[src/rtl/pio_pkg.sv]
// Shared constants for the Avalon-MM debounced input PIO.
// Register map and bus width used by avalon_pio_debounce and its bench.
package pio_pkg;

  localparam int unsigned BUS_W = 32;

  localparam logic [1:0] REG_DATA     = 2'd0;
  localparam logic [1:0] REG_IRQ_MASK = 2'd1;
  localparam logic [1:0] REG_EDGE_CAP = 2'd2;
  localparam logic [1:0] REG_EDGE_POL = 2'd3;

endpackage

[src/rtl/pio_debounce_ch.sv]
// One input channel: two-flop synchroniser followed by an optional stability filter.
// PIO_DEBOUNCE_EN compiles in the counter; otherwise stable follows sync2 one cycle later.
module pio_debounce_ch #(
  parameter int unsigned DEBOUNCE_CYCLES = 50000
) (
  input  logic clk_i,
  input  logic rst_ni,
  input  logic din_i,
  output logic stable_o
);

  logic sync1_q, sync2_q;
  logic stable_q, stable_d;

`ifdef PIO_DEBOUNCE_EN
  localparam int unsigned CW = $clog2(DEBOUNCE_CYCLES);
  localparam logic [CW-1:0] CNT_LAST = CW'(DEBOUNCE_CYCLES - 1);

  logic [CW-1:0] cnt_q, cnt_d;

  // Any cycle where sync2 agrees with stable restarts the count, so only an
  // uninterrupted mismatch run of DEBOUNCE_CYCLES is accepted.
  always_comb begin
    cnt_d    = '0;
    stable_d = stable_q;
    if (sync2_q != stable_q) begin
      if (cnt_q == CNT_LAST) begin
        stable_d = sync2_q;
      end else begin
        cnt_d = cnt_q + CW'(1);
      end
    end
  end

  always_ff @(posedge clk_i or negedge rst_ni) begin
    if (!rst_ni) begin
      cnt_q <= '0;
    end else begin
      cnt_q <= cnt_d;
    end
  end
`else
  always_comb begin
    stable_d = sync2_q;
  end
`endif

  always_ff @(posedge clk_i or negedge rst_ni) begin
    if (!rst_ni) begin
      sync1_q  <= 1'b0;
      sync2_q  <= 1'b0;
      stable_q <= 1'b0;
    end else begin
      sync1_q  <= din_i;
      sync2_q  <= sync1_q;
      stable_q <= stable_d;
    end
  end

  assign stable_o = stable_q;

endmodule

[src/rtl/avalon_pio_debounce.sv]
// Avalon-MM input PIO: per-channel debounce, polarity-selectable sticky edge capture, masked irq.
// Optional feature macro: PIO_DEBOUNCE_EN (debounce counters compiled in when defined).
module avalon_pio_debounce
  import pio_pkg::*;
#(
  parameter int unsigned WIDTH           = 18,
  parameter int unsigned DEBOUNCE_CYCLES = 50000
) (
  input  logic              clk_clk,
  input  logic              reset_reset_n,
  input  logic [1:0]        avs_address,
  input  logic              avs_read,
  input  logic              avs_write,
  input  logic [BUS_W-1:0]  avs_writedata,
  output logic [BUS_W-1:0]  avs_readdata,
  input  logic [WIDTH-1:0]  pio_in,
  output logic              irq
);

  logic [WIDTH-1:0] stable;
  logic [WIDTH-1:0] stable_dly_q;
  logic [WIDTH-1:0] mask_q, mask_d;
  logic [WIDTH-1:0] cap_q, cap_d;
  logic [WIDTH-1:0] pol_q, pol_d;
  logic [WIDTH-1:0] edge_hit;
  logic [WIDTH-1:0] wr_bits;
  logic [BUS_W-1:0] rdata_q, rdata_d;
  logic             irq_q, irq_d;
  logic             unused_wr;

  for (genvar g = 0; g < WIDTH; g++) begin : g_ch
    pio_debounce_ch #(
      .DEBOUNCE_CYCLES(DEBOUNCE_CYCLES)
    ) u_ch (
      .clk_i    (clk_clk),
      .rst_ni   (reset_reset_n),
      .din_i    (pio_in[g]),
      .stable_o (stable[g])
    );
  end

  assign wr_bits   = avs_writedata[WIDTH-1:0];
  assign unused_wr = ^avs_writedata;

  assign edge_hit = (stable & ~stable_dly_q & ~pol_q) |
                    (~stable & stable_dly_q & pol_q);

  // Clear is applied before set so a coincident edge keeps its capture bit;
  // reads sample the pre-write register values.
  always_comb begin
    mask_d  = mask_q;
    pol_d   = pol_q;
    cap_d   = cap_q;
    rdata_d = rdata_q;
    irq_d   = |(cap_q & mask_q);
    if (avs_write) begin
      unique case (avs_address)
        REG_IRQ_MASK: mask_d = wr_bits;
        REG_EDGE_CAP: cap_d  = cap_q & ~wr_bits;
        REG_EDGE_POL: pol_d  = wr_bits;
        default: ;
      endcase
    end
    cap_d = cap_d | edge_hit;
    if (avs_read) begin
      rdata_d = '0;
      unique case (avs_address)
        REG_DATA:     rdata_d[WIDTH-1:0] = stable;
        REG_IRQ_MASK: rdata_d[WIDTH-1:0] = mask_q;
        REG_EDGE_CAP: rdata_d[WIDTH-1:0] = cap_q;
        REG_EDGE_POL: rdata_d[WIDTH-1:0] = pol_q;
        default: ;
      endcase
    end
  end

  always_ff @(posedge clk_clk or negedge reset_reset_n) begin
    if (!reset_reset_n) begin
      stable_dly_q <= '0;
      mask_q       <= '0;
      cap_q        <= '0;
      pol_q        <= '0;
      rdata_q      <= '0;
      irq_q        <= 1'b0;
    end else begin
      stable_dly_q <= stable;
      mask_q       <= mask_d;
      cap_q        <= cap_d;
      pol_q        <= pol_d;
      rdata_q      <= rdata_d;
      irq_q        <= irq_d;
    end
  end

  assign avs_readdata = rdata_q;
  assign irq          = irq_q;

endmodule

[config.mk]
export PLATFORM = sky130hd
export DESIGN_NAME = avalon_pio_debounce
export DESIGN_NICKNAME = d
export VERILOG_FILES = /design/src/rtl/pio_pkg.sv /design/src/rtl/pio_debounce_ch.sv /design/src/rtl/avalon_pio_debounce.sv
export SDC_FILE = /design/constraint.sdc
export NUM_CORES = 1
export LEC_CHECK = 0
export CAP_MARGIN = 20
export CORE_UTILIZATION = 30
export DETAILED_ROUTE_END_ITERATION = 7
export SLEW_MARGIN = 20
export SYNTH_ARGS = -nofsm -noshare
export SYNTH_HDL_FRONTEND = slang
export SYNTH_SLANG_ARGS = --single-unit
[constraint.sdc]
create_clock -name clk_clk -period 1.2 [get_ports clk_clk]
set_input_delay 0.18 -clock clk_clk [delete_from_list [all_inputs] [get_ports clk_clk]]
set_output_delay 0.18 -clock clk_clk [all_outputs]
set_load 0.03 [all_outputs]
# Yosys cells after proc, flatten, opt, wreduce, memory -nomap -nowiden
# Cells that the tools add are included.
# word_totals
inputBits,56
out_inout_bits,33
reg_bits,145
wordCells,82
# classes
mux,3
reduce_logical,4
eq_ne,3
bitwise_logic,12
# ops
cell,count
bitwise AND 18 bit,6
inverter 18 bit,4
case mux 18 bit (4 select lines),1
two-way mux 18 bit,2
OR 18 bit,2
OR reduction 18 bit,1
"== test 2 bit, second input constant",2
AND reduction 2 bit,2
"== test 2 x 1 -> 1 bit, second input constant",1
logical NOT 2 bit,1

# Logic depth before layout (Yosys ltp)
# Gate-level depths: netlist of run 1.
# depth
word_depth,5
mapped_depth,6
depth_no_buf,4

# Hierarchy
# Synthesis of run 1 repeated with hierarchy kept, for this count alone.
# hier_totals
hier_cells,362
area_unflattened_um2,5470.2
# modules_own_cells
module,area_per_inst_um2,cells_per_inst,seq_area_each_um2,n_inst
avalon_pio_debounce,4119.0,308,2277.2,1
pio_debounce_ch,75.1,3,75.1,18

# Worst setup path after synthesis of run 1
# No wires, ideal clock.
# synth_timing
path_type,input to register
startpoint,input avs_address[0]
endpoint,register rdata_q[10] (netlist: avs_readdata[10])
required_ns,1.075
setup_time_ns,0.125
path_slack_ns,-0.008
stages,3
path_buffers,1
arrival_time_ns,1.083
path_cell_list,buf_6 -> mux4_2 -> mux2_4
# synth_via
elab_chain_len,2
elab_cells_between_ends,5
cone_classes,eq/ne (3); mux (1); reduce/logical (1)
# synth_lines
item,line_no,rtl
"start, declared",avalon_pio_debounce.sv:11,"input logic [1:0] avs_address,"
== test 2 bit (tied with other cells),avalon_pio_debounce.sv:67,unique case (avs_address)
case mux 18 bit (4 select lines) (*),avalon_pio_debounce.sv:67,
"end signal, assigned",avalon_pio_debounce.sv:90,rdata_q <= rdata_d;
"end, declared",avalon_pio_debounce.sv:27,"logic [BUS_W-1:0] rdata_q, rdata_d;"
# Every way passes the cells marked *; elsewhere a longest branch is shown, timed or not.
# A chain may end at the register's enable or synchronous reset.

# Worst setup path in the final report of run 1
# layout_timing
startpoint,register cap_q[5]
endpoint,register rdata_q[5] (netlist: avs_readdata[5])
# layout_via
elab_chain_len,1
# layout_lines
item,line_no,rtl
"start, declared",avalon_pio_debounce.sv:23,"logic [WIDTH-1:0] cap_q, cap_d;"
"start signal, assigned",avalon_pio_debounce.sv:88,cap_q <= cap_d;
case mux 18 bit (4 select lines),avalon_pio_debounce.sv:67,
# Every way passes these cells.

==> flow_metrics.py, run 1 <==
metrics = {
    "min_path": {
        "hold_depth": 1,
        "worstHoldPathType": "in -> reg",
    },
    "synth": {
        "synthCells": 363,
        "synth_edf_count": 0,
        "synthArstFlopShare_pct": 100,
        "synth_seq_cells": 145,
        "synth_area_leaders": "dfrtp_1, mux2_4, mux4_2, mux2_2, nand2_1",
        "synth_top_cell_by_area": "dfrtp_1",
        "synth_top_area_share_pct": 65.5,
        "ys_types": 21,
        "synth_area_per_cell_um2": 15.3,
        "synthTopCellsByCount": "dfrtp_1, nand2_1, mux2_4",
        "yosys_warnings": 0,
        "synth.most_common_cell": "dfrtp_1",
        "ys_seq_area_share_pct": 65.5,
        "synth_area_um2": 5540,
        "ys.flop_type": "dfrtp_1",
    },
    "die": {
        "die_h_um": 138,
        "die_x_um": 138,
        "io_pins": 89,
        "die_area_um2": 19000,
        "core_area_um2": 18000,
        "rows": 49,
        "initial_core_util_pct": 30.8,
    },
    "route": {
        "post_drt_wl_per_cell_um": 15.6,
        "ant_nets": 0,
        "finalWirelength_um": 11800,
        "drt_pass1_iterations": 4,
        "drt_iter0_drc": 88,
        "avgViaCountPerCell": 4.40,
        "via_count": 3333,
        "drc_errors": 0,
    },
    "global_routing": {
        "grt_start_max_net_pins": 33,
        "grt_pass1_vias": 3640,
        "antenna_found_initial": 0,
        "overflow": 0,
        "grt_usage_pct": 13.9,
        "grt_pass1_wl_um": 19300,
    },
    "cells_and_area": {
        "multi_input_area_um2": 1790,
        "drive_gt1_share_pct": 40.2,
        "design_area_um2": 7750,
        "diodes": 0,
        "fillCellCount": 1644,
        "final_nets": 571,
        "syn2layout_area_growth_pct": 39.8,
        "fin_cells": 757,
        "regArea_um2": 3630,
    },
    "placed_design": {
        "place.gp.congestion": 0.730,
        "place_area_um2": 6970,
        "hpwl_um": 7870,
        "numPortBuffers": 60,
        "dp_cells": 704,
    },
    "cts": {
        "htree_levels": 4,
        "clockBufferDepth": 2,
        "clock_latency_ns": 0.42,
        "cts_made_buffers": 17,
        "clk_pin_slew_worst_paths_ns": 0.06,
        "cts_tree": "yes",
        "cts.sinks": 145,
        "cts_root_buf": "clkbuf_16",
    },
    "worst_setup_path": {
        "critPathArrivalTime_ns": 1.63,
        "crit_fanout": 2,
        "crit_slowest_cell": "mux4_2",
        "reg2reg_depth": 3,
        "critPathMaxStageDelay_ns": 0.44,
        "cp.required_ns": 1.50,
        "endpoint_kind": "register",
        "path_class": "reg -> reg",
        "path_cells": "buf_6 -> mux4_2 -> mux2_4",
        "worstSetupStartpointType": "register",
        "worst-r2r-setup-slack_ns": -0.13,
    },
    "timing": {
        "finalSetupViolCount": 19,
        "slew_viol_final": 0,
        "hold_viol": 0,
        "fmax_mhz": 753,
        "grt_setup_unrepaired": "yes",
        "fin_crit_ns": 1.33,
        "fin_ws_ns": -0.128,
        "finClkSkew_ns": 0.00573,
        "min_period_over_period_pct": 111,
    },
    "power_and_ir_drop": {
        "vdd_drop_max_mv": 1.03,
        "p_leak_nw": 3.50,
        "p_per_area_nw_per_um2": 1790,
    },
    "job": {
        "max_cap_violations": 0,
    },
    "run_status": {
        "outcome": "finished with violations",
        "failed_checks": "negative setup slack",
    },
}
final cells by class:
type,count,area share (%)
repair buffers,144,18.7
flip-flops and latches,145,46.8
clock inverters,11,1.42
clock buffers,21,6.20
multi-input cells,207,23.1
well taps,229,3.70
state kept, by name (all words and copies together) (netlist names):
register and cells:
g_ch.u_ch.stable_d 18, irq 1, cap_q 18, g_ch.u_ch.sync1_q 18, avs_readdata 18, stable_dly_q 18
pol_q 18, g_ch.u_ch.stable_o 18, mask_q 18
path summary, 6_finish.rpt:
path / to / from
worst min register to register: g_ch[8].u_ch.stable_o$_DFF_PN0_ / g_ch[8].u_ch.stable_d$_DFF_PN0_
worst min-delay path: g_ch[5].u_ch.sync1_q$_DFF_PN0_ / pio_in[5]
max in group asynchronous: avs_readdata[16]$_DFFE_PN0P_ / reset_reset_n
worst max register to register: avs_readdata[5]$_DFFE_PN0P_ / cap_q[5]$_DFF_PN0_
worst max-delay path: avs_readdata[5]$_DFFE_PN0P_ / cap_q[5]$_DFF_PN0_
min in group asynchronous: g_ch[9].u_ch.stable_o$_DFF_PN0_ / reset_reset_n
critical path, delay by kind of cell (launching register included):
kind,cells,cell delay (ns)
muxes,2,0.70
buffers and inverters,1,0.12
DFF,1,0.39
cells in the final DEF (no fill, tap or decap), drive strengths merged:
cell,n
dfrtp,145
buf,104
nand2,70
mux2,54
clkdlybuf4s50,37
clkbuf,21
nor2,19
mux4,18
o211ai,17
conb,14
clkinv,7
a22o,3
a221oi,3
a22oi,3
clkinvlp,2
bufinv,2
dlygate4sd2,2
and3b,1
a221o,1
and3,1
nand4,1
nand3b,1
nand3,1
dlygate4sd3,1
report_power, final:
part	internal [mW]	switching [mW]
combinational	1.67	1.11
clock	3.25	1.96
sequential	5.48	0.419
logic make-up (layout without fill, tap and decap cells):
group                  Yosys count  count (layout)  share of synthesized area, %
DFF                            145             145                          65.5
and+or+nand+nor                 94              94                          7.11
muxes                           72              72                          20.1
AOI/OAI and AO/OA               27              27                          3.84
buffers and inverters           24             176                          3.41
other                            1              14                        0.0677
layer usage:
metal | GRT usage, % | routed length, µm | vias up
met5 | 0 | 0 | -
met4 | 5.07 | 150 | 0
met3 | 4.42 | 496 | 11
met2 | 22.6 | 6010 | 59
met1 | 17.3 | 5130 | 1711
li1 | - | - | 1552
through the flow:
step	worst slack [ns]	total power, mW	util, %	setup TNS [ns]	hold slack [ns]
2_1_floorplan	-0.00603	7.20	-	-0.100	-0.116
3_3_place_gp	-0.521	8.48	38.7	-32.54	0.0868
3_5_place_dp	-0.548	8.57	38.7	-34.79	0.0865
4_1_cts	-0.155	14.0	42.6	-1.25	0.179
5_1_grt	-0.207	14.6	43.0	-1.79	0.180
6_report	-0.128	13.9	43.0	-1.05	0.199
timing repair:
item	CTS	global route
setup endpoints to repair	79	30
gates resized for setup	20	3
setup buffers	11	9
pin swaps	1	1
hold buffers	1	0
endpoints found under the hold margin	145	0
Power figures use the tool's default switching activity.
==> run 2: changes to the inputs <==
--- a/config.mk
+++ b/config.mk
@@ -5,8 +5,9 @@
 export SDC_FILE = /design/constraint.sdc
 export NUM_CORES = 1
 export LEC_CHECK = 0
+export ABC_CLOCK_PERIOD_IN_PS = 1200
 export CAP_MARGIN = 20
-export CORE_UTILIZATION = 30
+export CORE_UTILIZATION = 40
 export DETAILED_ROUTE_END_ITERATION = 7
 export SLEW_MARGIN = 20
 export SYNTH_ARGS = -nofsm -noshare
==> run 2 against run 1 <==
Against the previous run:
- the flow still finishes with violations (negative setup slack)
- combinational power shrank 3%
- clock power grew 3%
- sequential cell count is the same
- critical path depth is the same
- cell count shrank 5.5%
- worst hold slack lost 0.0023 ns
- core utilization grew 15 points
- sequential power is essentially flat
- design area shrank 0.24%
- die area shrank 25%
- clock skew shrank 0.0025 ns
- critical endpoint is now avs_readdata[6]$_DFFE_PN0P_
==> flow_metrics.py, run 2 (synthesis results as in run 1) <==
metrics = {
    "cells_and_area": {
        "syn2layout_area_growth_pct": 39.5,
        "diodes": 0,
        "final_nets": 582,
        "design_area_um2": 7730,
        "final_cell_mix": "dfrtp_1, buf_4, nand2_1",
        "final_common_cell": "dfrtp_1",
        "drive_gt1_share_pct": 40.8,
        "fillCellCount": 1106,
    },
    "route": {
        "via_count": 3383,
        "ant_nets": 0,
        "avgViaCountPerCell": 4.73,
        "finalWirelength_um": 11300,
        "drt_pass1_iterations": 4,
        "drc_errors": 0,
        "drt_iter0_drc": 188,
        "post_drt_wl_per_cell_um": 15.8,
    },
    "die": {
        "initial_core_util_pct": 41.4,
        "io_pins": 89,
        "die_h_um": 120,
        "die_x_um": 120,
        "core_area_um2": 13400,
        "die_area_um2": 14300,
        "rows": 42,
    },
    "placed_design": {
        "place_area_um2": 6870,
        "hpwl_um": 7460,
        "place.gp.congestion": 0.769,
        "numPortBuffers": 60,
    },
    "timing": {
        "fin_ws_ns": -0.141,
        "slew_viol_final": 0,
        "min_period_over_period_pct": 112,
        "finalSetupViolCount": 19,
        "fmax_mhz": 746,
        "grt_setup_unrepaired": "yes",
        "fin_crit_ns": 1.34,
        "hold_viol": 0,
        "finClkSkew_ns": 0.00326,
    },
    "worst_setup_path": {
        "cp.required_ns": 1.50,
        "worst-r2r-setup-slack_ns": -0.14,
        "crit_fanout": 2,
        "crit_slowest_cell": "mux4_2",
        "reg2reg_depth": 3,
        "path_class": "reg -> reg",
        "critPathArrivalTime_ns": 1.64,
        "reg2reg_from": "mask_q[6]$_DFFE_PN0P_",
        "r2r_end": "avs_readdata[6]$_DFFE_PN0P_",
        "worstSetupStartpointType": "register",
        "critPathMaxStageDelay_ns": 0.44,
        "endpoint_kind": "register",
        "path_cells": "buf_4 -> mux4_2 -> mux2_4",
    },
    "global_routing": {
        "antenna_found_initial": 0,
        "grt_start_max_net_pins": 37,
        "grt_pass1_vias": 3632,
        "grt_usage_pct": 17.6,
        "overflow": 0,
        "grt_pass1_wl_um": 18500,
    },
    "power_and_ir_drop": {
        "p_leak_nw": 3.55,
        "p_per_area_nw_per_um2": 1800,
        "vdd_drop_max_mv": 0.962,
        "finalPower_mw": 14.0,
    },
    "cts": {
        "cts_root_buf": "clkbuf_16",
        "cts.sinks": 145,
        "cts_made_buffers": 17,
        "htree_levels": 4,
        "clk_pin_slew_worst_paths_ns": 0.06,
        "clock_latency_ns": 0.42,
        "clockBufferDepth": 2,
        "cts_tree": "yes",
    },
    "min_path": {
        "hold_depth": 1,
        "worstHoldStart": "pio_in[2]",
        "worstHoldPathType": "in -> reg",
        "hold_end": "g_ch[2].u_ch.sync1_q$_DFF_PN0_",
    },
    "job": {
        "max_cap_violations": 0,
    },
    "run_status": {
        "outcome": "finished with violations",
        "failed_checks": "negative setup slack",
    },
}
==> run 2: per-stage QoR <==
stage	hold slack, ns	setup TNS, ns	cells	setup WS (ns)	util [%]
global placement	0.109	-40.23	661	-0.627	51.3
global route	0.176	-1.69	715	-0.223	57.7
finish	0.197	-0.962	715	-0.141	57.7
floorplan	-0.116	-0.100	376	-0.00603	-
detailed placement	0.115	-40.92	661	-0.657	51.3
CTS	0.182	-1.14	706	-0.134	57.2
==> run 2: worst max path at each step <==
stage	startpoint	endpoint	slack [ns]	cells after the start
finish	mask_q[6]$_DFFE_PN0P_	avs_readdata[6]$_DFFE_PN0P_	-0.14	3
global route	mask_q[5]$_DFFE_PN0P_	irq$_DFF_PN0_	-0.22	4
CTS	cap_q[6]$_DFF_PN0_	avs_readdata[6]$_DFFE_PN0P_	-0.13	3
detailed placement	avs_address[0]	avs_readdata[1]$_DFFE_PN0P_	-0.66	4
global placement	avs_address[0]	avs_readdata[14]$_DFFE_PN0P_	-0.63	4
floorplan	pol_q[12]$_DFFE_PN0P_	avs_readdata[12]$_DFFE_PN0P_	-0.006	2
==> run 2: worst max-delay path: cells and delay by family, from the launching register on <==
family,cells,cell delay (ns)
mux,2,0.70
flops,1,0.39
buf+inv,1,0.14
==> run 2: what timing repair did <==
| action | CTS | global route |
|---|---|---|
| hold endpoints to repair | 98 | 0 |
| pin swaps | 1 | 1 |
| gates resized for setup | 22 | 7 |
| setup buffers | 10 | 9 |
| hold buffers | 1 | 0 |
| setup endpoints to repair | 79 | 34 |
| gates cloned | 2 | 0 |
==> run 2: power by group <==
part           leakage, nW  total [mW]  switching [mW]  internal [mW]
combinational         1.59        2.70            1.11           1.59
clock                0.300        5.38            1.94           3.44
sequential            1.65        5.87           0.390           5.48
==> run 2: layer usage <==
layer | track usage (%) | wire [µm]
met1 | 21.8 | 5010
met2 | 28.4 | 5770
met3 | 5.32 | 429
met4 | 7.97 | 110
met5 | 0 | 0
==> run 2: final cells by class <==
| cell class | instances | area (µm²) | area share (%) |
|---|---|---|---|
| clock buffer | 19 | 433 | 5.60 |
| clock inverter | 13 | 168 | 2.17 |
| timing repair buffer | 155 | 1500 | 19.3 |
| multi-input combinational | 207 | 1790 | 23.1 |
| tap | 176 | 220 | 2.85 |
| sequential | 145 | 3630 | 46.9 |
